==> src/rtl/seg7_if.sv <==
// Bus between the 7-segment peripheral and the scan driver.
// The peripheral drives the value, decimal points and brightness; the driver returns the display pins.
interface seg7_if;
    logic [15:0] VALUE_IN;
    logic [3:0]  DP_IN;
    logic [2:0]  BRIGHT;
    logic [7:0]  HEX_OUT;
    logic [3:0]  SEG_SELECT;
    logic        FRAME_TICK;

    modport master (
        output VALUE_IN, DP_IN, BRIGHT,
        input  HEX_OUT, SEG_SELECT, FRAME_TICK
    );

    modport slave (
        input  VALUE_IN, DP_IN, BRIGHT,
        output HEX_OUT, SEG_SELECT, FRAME_TICK
    );
endinterface

==> src/rtl/seg7_scan_driver.sv <==
// Time-multiplexed driver for a 4-digit common-anode 7-segment display, frame-snapshotted input.
// Optional leading-zero blanking is enabled by defining SEG7_LZB_EN.
module seg7_scan_driver #(
    parameter int SCAN_BITS = 15
) (
    input  logic   CLK,
    input  logic   RESET,
    seg7_if.slave  bus
);
    if (SCAN_BITS < 3) begin : g_bad_scan_bits
        $error("seg7_scan_driver: SCAN_BITS must be at least 3");
    end

    localparam logic [SCAN_BITS-1:0] PRE_MAX = '1;

    logic [SCAN_BITS-1:0] pre;
    logic [1:0]           dig;
    logic [15:0]          shadow_value;
    logic [3:0]           shadow_dp;
    logic [2:0]           shadow_bright;

    logic       wrap;
    logic       frame_end;
    logic [2:0] phase;
    logic [3:0] nibble;
    logic [6:0] glyph;
    logic [6:0] seg_bits;
    logic [3:0] anode;

    assign wrap      = (pre == PRE_MAX);
    assign frame_end = wrap && (dig == 2'd3);
    assign phase     = pre[SCAN_BITS-1 -: 3];

    always_comb begin
        nibble = shadow_value[3:0];
        case (dig)
            2'd0: nibble = shadow_value[3:0];
            2'd1: nibble = shadow_value[7:4];
            2'd2: nibble = shadow_value[11:8];
            2'd3: nibble = shadow_value[15:12];
            default: nibble = shadow_value[3:0];
        endcase
    end

    // Glyphs are g..a, active-low; b and d are lowercase so they differ from 8 and 0.
    always_comb begin
        glyph = 7'h7F;
        case (nibble)
            4'h0: glyph = 7'b1000000;
            4'h1: glyph = 7'b1111001;
            4'h2: glyph = 7'b0100100;
            4'h3: glyph = 7'b0110000;
            4'h4: glyph = 7'b0011001;
            4'h5: glyph = 7'b0010010;
            4'h6: glyph = 7'b0000010;
            4'h7: glyph = 7'b1111000;
            4'h8: glyph = 7'b0000000;
            4'h9: glyph = 7'b0010000;
            4'hA: glyph = 7'b0001000;
            4'hB: glyph = 7'b0000011;
            4'hC: glyph = 7'b1000110;
            4'hD: glyph = 7'b0100001;
            4'hE: glyph = 7'b0000110;
            4'hF: glyph = 7'b0001110;
            default: glyph = 7'h7F;
        endcase
    end

`ifdef SEG7_LZB_EN
    logic blank;

    // A digit is blank when it and everything to its left is zero; digit 0 always shows.
    always_comb begin
        blank = 1'b0;
        case (dig)
            2'd3: blank = (shadow_value[15:12] == 4'h0);
            2'd2: blank = (shadow_value[15:8] == 8'h00);
            2'd1: blank = (shadow_value[15:4] == 12'h000);
            default: blank = 1'b0;
        endcase
    end

    assign seg_bits = blank ? 7'h7F : glyph;
`else
    assign seg_bits = glyph;
`endif

    assign anode = ~(4'b0001 << dig);
    assign bus.FRAME_TICK = frame_end;

    always_ff @(posedge CLK or posedge RESET) begin
        if (RESET) begin
            pre            <= '0;
            dig            <= 2'd0;
            shadow_value   <= 16'h0000;
            shadow_dp      <= 4'h0;
            shadow_bright  <= 3'd0;
            bus.HEX_OUT    <= 8'hFF;
            bus.SEG_SELECT <= 4'hF;
        end else begin
            pre <= pre + 1'b1;
            if (wrap) begin
                dig <= dig + 2'd1;
            end
            if (frame_end) begin
                shadow_value  <= bus.VALUE_IN;
                shadow_dp     <= bus.DP_IN;
                shadow_bright <= bus.BRIGHT;
            end
            bus.HEX_OUT    <= {~shadow_dp[dig], seg_bits};
            bus.SEG_SELECT <= (phase <= shadow_bright) ? anode : 4'hF;
        end
    end
endmodule

==> src/flat_wrapper.sv <==
// flat-port wrapper written by rule: the top's interface ports become plain ports
module seg7_scan_driver_flat 
#(
    parameter int SCAN_BITS = 15
)
  (CLK, RESET, bus_VALUE_IN, bus_DP_IN, bus_BRIGHT, bus_HEX_OUT, bus_SEG_SELECT, bus_FRAME_TICK);
  seg7_if bus_i ();
  input  logic CLK;
  input  logic RESET;
  input wire logic [$bits(bus_i.VALUE_IN)-1:0] bus_VALUE_IN;
  input wire logic [$bits(bus_i.DP_IN)-1:0] bus_DP_IN;
  input wire logic [$bits(bus_i.BRIGHT)-1:0] bus_BRIGHT;
  output wire logic [$bits(bus_i.HEX_OUT)-1:0] bus_HEX_OUT;
  output wire logic [$bits(bus_i.SEG_SELECT)-1:0] bus_SEG_SELECT;
  output wire logic [$bits(bus_i.FRAME_TICK)-1:0] bus_FRAME_TICK;
  assign bus_i.VALUE_IN = bus_VALUE_IN;
  assign bus_i.DP_IN = bus_DP_IN;
  assign bus_i.BRIGHT = bus_BRIGHT;
  assign bus_HEX_OUT = bus_i.HEX_OUT;
  assign bus_SEG_SELECT = bus_i.SEG_SELECT;
  assign bus_FRAME_TICK = bus_i.FRAME_TICK;
  seg7_scan_driver #(.SCAN_BITS(SCAN_BITS)) u_core (.CLK(CLK), .RESET(RESET), .bus(bus_i));
endmodule
==> config.mk <==
export PLATFORM = sky130hd
export DESIGN_NAME = seg7_scan_driver_flat
export DESIGN_NICKNAME = d
export VERILOG_FILES = /design/src/rtl/seg7_if.sv /design/src/rtl/seg7_scan_driver.sv /design/src/flat_wrapper.sv
export SDC_FILE = /design/constraint.sdc
export NUM_CORES = 1
export LEC_CHECK = 0
export ABC_AREA = 1
export CAP_MARGIN = 20
export CORE_MARGIN = 1
export CORE_UTILIZATION = 58
export DETAILED_ROUTE_END_ITERATION = 10
export PLACE_DENSITY = 0.92
export SLEW_MARGIN = 20
export SYNTH_ARGS = -nofsm -noshare
export SYNTH_HDL_FRONTEND = slang
export SYNTH_SLANG_ARGS = --single-unit
==> constraint.sdc <==
create_clock -name CLK -period 3.5 [get_ports CLK]
set_clock_uncertainty 0.15 [all_clocks]
set_input_delay 0.525 -clock CLK [delete_from_list [all_inputs] [get_ports CLK]]
set_output_delay 0.525 -clock CLK [all_outputs]
set_load 0.005 [all_outputs]
# After elaboration in Yosys (flattened, before gate mapping)
# Memory sizes are Yosys's and may differ from the RTL's. A register that Yosys moved wholly into a read port is not among the register bits.
# Cells that the tools add are included.
[totals] ff_bits=52 rom_bits=112 in_bits=25 out_inout_bits=13 wordCells=25 memories=1
[mem_list] memory="(no name shown)" words=16 word_bits=7 read_ports=1 rd_clocked_by_memory_dff=1 write_ports=0 line_no="seg7_scan_driver.sv:48" source="case (nibble)"
[op_classes] n_addsub=2 order_cmp=2 n_eq_ne=4 shifts=1 n_mux=4 n_bitwise=2 reduce_logical=2
[ops] op="case mux 4 bit (4 select lines)" count=1
[ops] op="adder 15 x 1 -> 15 bit (second input constant)" count=1
[ops] op="equality test 15 bit (second input constant)" count=1
[ops] op="equality test 2 bit (second input constant)" count=2
[ops] op="2-to-1 mux 4 bit" count=1
[ops] op="inverter 4 bit" count=1
[ops] op="<< shifter 1 x 2 -> 4 bit (first input constant)" count=1
[ops] op="<= comparator 3 bit" count=1
[ops] op="less-than comparator 2 x 3 -> 1 bit (second input constant)" count=1
[ops] op="adder 2 x 1 -> 2 bit (second input constant)" count=1
[ops] op="binary-select mux 1 bit (select 2 bit)" count=1
[ops] op="equality test 2 x 1 -> 1 bit (second input constant)" count=1
[ops] op="logical NOT 2 bit" count=1
[ops] op="logical AND 1 bit" count=1
[ops] op="2-to-1 mux 1 bit" count=1
[ops] op="inverter 1 bit" count=1

# Longest topological paths before layout
[depth] depth_word=3 ltp_mapped=11 depth_no_buf=11

# Least setup slack after synthesis
# OpenSTA, ideal clock, no wires.
[synth_path] path_type="reg-to-reg" from="reg u_core.dig[0]" to="reg u_core.bus.HEX_OUT[5]" setup_time_ns=0.076 arrival_time_ns=1.941 slack_ns=1.333 path_stages_with_launch=12 n_path_buf=0 synth_period_minus_slack_ns=2.167 cell_sequence="dfrtp_1 -> inv_1 -> ha_1 -> nand2_1 -> nand2_1 -> o21ai_0 -> inv_1 -> ha_1 -> nand3_1 -> nand2_1 -> nand2_1 -> nand2_1"
[synth_between] elab_chain_cells=2
[synth_lines] element="start, declared" line_no="seg7_scan_driver.sv:17" source="logic [1:0] dig;"
[synth_lines] element="start signal, assigned" line_no="seg7_scan_driver.sv:103" source="dig <= dig + 2'd1;"
[synth_lines] element="equality test 2 bit (tied with other cells)" line_no="seg7_scan_driver.sv:36" source="case (dig)"
[synth_lines] element="case mux 4 bit (4 select lines) (*)" line_no="seg7_scan_driver.sv:36"
[synth_lines] element="end, declared" line_no="seg7_if.sv:18" source="output HEX_OUT, SEG_SELECT, FRAME_TICK"
# Every way passes the cells marked *; elsewhere a longest branch is shown, timed or not.
# A chain may end at the register's enable or synchronous reset.

# Final worst setup path
[layout_path] from="reg u_core.pre[0]" to="out bus_FRAME_TICK"
[layout_between] elab_chain_cells=2
[layout_lines] element="start, declared" line_no="seg7_scan_driver.sv:16" source="logic [SCAN_BITS-1:0] pre;"
[layout_lines] element="start signal, assigned" line_no="seg7_scan_driver.sv:101" source="pre <= pre + 1'b1;"
[layout_lines] element="equality test 15 bit" line_no="seg7_scan_driver.sv:30" source="assign wrap = (pre == PRE_MAX);"
[layout_lines] element="logical AND 1 bit" line_no="seg7_scan_driver.sv:31" source="assign frame_end = wrap && (dig == 2'd3);"
[layout_lines] element="end, declared" line_no="flat_wrapper.sv:15" source="output wire logic [$bits(bus_i.FRAME_TICK)-1:0] bus_FRAME_TICK;"
# Every way passes these cells.

==> qor.txt <==
STATUS
--------------------------------------------------------------------------------------------------------
Outcome                                                                                     finished clean

GLOBAL ROUTE
--------------------------------------------------------------------------------------------------------
Maximum number of pins on one net before global-route repair                                          53
Global routing met2 resource utilization                                                           38.2%
GR met1 Demand/Resource                                                                            32.8%
Remaining global-route overflow                                                                        0
Via count of the first global-routing pass                                                          1991
Met3 routing resource usage after global routing                                                   5.38%
Global-route total usage across every layer                                                        24.1%
Busiest layer in global routing                                                                     met2
Antenna violations before repair                                                                       0
First-pass GRT wire length                                                                       9110 µm

DIE
--------------------------------------------------------------------------------------------------------
I/O Pins                                                                                              38
Core outline area                                                                               4350 µm²
Die Width                                                                                        69.5 µm
Starting density of the core                                                                       60.6%
DIE HEIGHT                                                                                       69.5 µm
Area of the die                                                                                 4820 µm²
Number of rows in the core area                                                                       24

CLOCK TREE
--------------------------------------------------------------------------------------------------------
Number of buffers added by the clock tree synthesis step                                               5
Post-CTS setup-driven buffer insertion count                                                           0
Quantity of hold-fixing buffers added after cts                                                        0
Post-CTS clock slew at the launch and capture registers of the worst setup and hold paths          80 ps
Clock latency at the later pin of the worst-skew pair                                             310 ps
CTS tree                                                                                            done
CTS H-Tree Depth                                                                                       2
Sinks on Clock Net                                                                                    52
Largest buffer count on any clock path                                                                 2
Number of resized instances in the post-cts repair step                                                0
Clk root buf                                                                                    clkbuf_8

TIMING
--------------------------------------------------------------------------------------------------------
Actual transition at the worst max-transition pin                                                 853 ps
Maximum clock frequency                                                                          337 MHz
Total negative slack                                                                                0 ps
Setup ws final                                                                                    535 ps
Number of setup violations in the final report                                                         0
Number of slew-limit violations in the final report                                                    0
Worst-case hold slack                                                                             326 ps
Slew HR                                                                                            43.1%
Crit share post-route                                                                              84.7%
Unrepaired setup endpoints after global routing                                                    false
Number of hold violations in the final report                                                          0
Final period demand of the worst path                                                            2970 ps

JOB
--------------------------------------------------------------------------------------------------------
Maxcap violations                                                                                      0

POWER
--------------------------------------------------------------------------------------------------------
Total power density per cell area                                                             346 nW/µm²
Leakage                                                                                          1.50 nW
Maximum ir drop on the vdd rail                                                                   272 µV

LOGIC SYNTHESIS
--------------------------------------------------------------------------------------------------------
Proportion of synthesized flip-flops having asynchronous set or reset                               100%
Number of flops mapped to enable cells by yosys                                                        0
Most numerous cell types in the synthesized netlist                                         113 x nand2_1, 43 x nand3_1, 40 x dfrtp_1
Distinct cell type count after synthesis                                                              29
Area fraction of the dominant cell type after synthesis                                            37.9%
Predominant post-synthesis flop cell                                                             dfrtp_1
Nets in the synthesized netlist                                                                      344
Most common cell in the netlist                                                                  nand2_1
Largest cells by area after synthesis                                                       dfrtp_1 38%, nand2_1 16%, dfstp_2 12%
Total standard cell area after synthesis                                                        2640 µm²
Post-synthesis cell count                                                                            304
Largest area contributor in the synthesized netlist                                              dfrtp_1
Register bit total from synthesis                                                                     52
Mean instance size in the synthesized netlist                                                   8.68 µm²
Number of synthesis warnings                                                                           0
Sequential-to-total area share from yosys stat                                                     49.9%

ROUTING
--------------------------------------------------------------------------------------------------------
DR WL/cell                                                                                       13.2 µm
Residual DRC count                                                                                     0
DRT Pass-1 Iters                                                                                       4
Initial drt markers                                                                                  244
Via count                                                                                           2141
Ratio of routed vias to standard cells                                                              5.43
Final routed wirelength across all metal layers                                                  5190 µm
Remaining antenna violation count                                                                      0

FINAL LAYOUT
--------------------------------------------------------------------------------------------------------
Fill cell instance count of the final layout                                                         309
Fin area                                                                                        3150 µm²
Layout Cells excl Fill                                                                               394
Final antenna diode count                                                                              0
Final #Nets                                                                                          381
Area added between synthesis and finish                                                            19.2%
Share of layout cells above drive strength 1                                                       10.5%

WORST SETUP PATH
--------------------------------------------------------------------------------------------------------
Worst endpoint required time                                                                     2820 ps
Type of the worst setup path                                                                  reg -> out
Kind of start point of the critical path                                                        register
Max FO, Critical Path                                                                                  4
Critical path arrival                                                                            2290 ps
Reg2Reg Launch Point                                                                        u_core.dig[0]
Capture instance of the worst register-to-register path                                     u_core.bus.HEX_OUT[5]
Path depth of the worst reg2reg path                                                                  11
Crit. End Element                                                                            output port
Worst R2R Setup Slack                                                                             930 ps

PLACE
--------------------------------------------------------------------------------------------------------
Port Buf Inserts                                                                                      37
Placed cell count                                                                                    386
Sum of net half-perimeters after detailed placement                                              3570 µm
Pre-CTS setup slack                                                                               886 ps
GP Congestion                                                                                      0.899
Post-detailed-placement cell area                                                               3020 µm²

MIN PATH
--------------------------------------------------------------------------------------------------------
Min-Delay Path Depth                                                                                   1
End of the worst hold path                                                                  u_core.pre[0]
Hold path start                                                                             u_core.pre[0]
Class of the tightest hold or removal check                                                   reg -> reg

[worst max path at each step]
| stage | endpoint | startpoint | slack [ps] |
|---|---|---|---|
| 2_1_floorplan | u_core.bus.HEX_OUT[5] | u_core.dig[0] | 1330 |
| 3_3_place_gp | bus_FRAME_TICK | u_core.pre[0] | 1030 |
| 3_5_place_dp | bus_FRAME_TICK | u_core.pre[0] | 890 |
| 4_1_cts | bus_FRAME_TICK | u_core.pre[0] | 540 |
| 5_1_grt | bus_FRAME_TICK | u_core.pre[0] | 350 |
| 6_report | bus_FRAME_TICK | u_core.pre[0] | 530 |
[cell families after synthesis]
logic type / count (synthesis) / synth area share, %
AOI/OAI and AO/OA: 10 / 2.32
xor gates and xnor gates: 12 / 3.98
adders and majority gates: 15 / 7.11
buffers and inverters: 32 / 5.83
DFF: 52 / 49.9
and+or+nand+nor: 183 / 30.9
[routing by layer]
metal | vias up | wire, µm
li1 | 1027 | -
met1 | 1007 | 2280
met2 | 94 | 2520
met3 | 13 | 290
met4 | 0 | 100
met5 | - | 0
[layout by cell type (no fill, tap or decap), drive strengths merged]
cell type / Yosys / layout
nand2: 118 / 118
nand3: 43 / 43
dfrtp: 40 / 40
clkdlybuf4s50: 0 / 37
inv: 24 / 23
ha: 15 / 15
nor2: 15 / 15
dfstp: 12 / 12
xor2: 8 / 8
clkbuf: 3 / 7
o21ai: 6 / 6
xnor2: 4 / 4
nor3: 3 / 3
a21oi: 2 / 2
or2: 2 / 2
nor3b: 1 / 1
nand4: 1 / 1
o21bai: 1 / 1
a32o: 1 / 1
clkinv: 0 / 1
bufinv: 0 / 1
buf: 5 / 1
[worst max-delay path, stage by stage, from the launching register on]
cell and delay, ps:
dfrtp_1 380, ha_1 200, nand2_1 100, nor2_4 130
nand2_1 100, nor2_1 180, nand2_1 120, nor3b_1 230
clkdlybuf4s50_1 540
[layout make-up]
| cell class | count | area (µm²) | area share, % |
|---|---|---|---|
| well taps | 52 | 65.1 | 2.07 |
| flip-flops and latches | 52 | 1320 | 41.8 |
| repair buffers | 38 | 378 | 12.0 |
| clock inverters | 1 | 30.0 | 0.955 |
| multi-input cells | 220 | 1170 | 37.2 |
| clock buffers | 7 | 96.3 | 3.06 |
| inverters | 24 | 91.3 | 2.90 |
[power by group]
| group | internal, mW | switching, mW | leakage [nW] |
|---|---|---|---|
| logic | 0.0233 | 0.0148 | 0.882 |
| registers | 0.601 | 0 | 0.549 |
| clock network | 0.252 | 0.196 | 0.0645 |
[stage by stage]
stage,util [%],power (mW)
after floorplan,-,0.621
final,72.2,1.09
after global placement,69.3,0.651
after CTS,72.2,1.09
after detailed placement,69.3,0.651
after global routing,72.2,1.12
[state kept, by name, indices dropped and copies added, names as in the netlist]
register,flops
u_core.shadow_bright,3
u_core.shadow_value,16
u_core.pre,15
u_core.bus.HEX_OUT,8
u_core.bus.SEG_SELECT,4
u_core.dig,2
u_core.shadow_dp,4
Note: power is estimated with default switching activity, not from simulation.
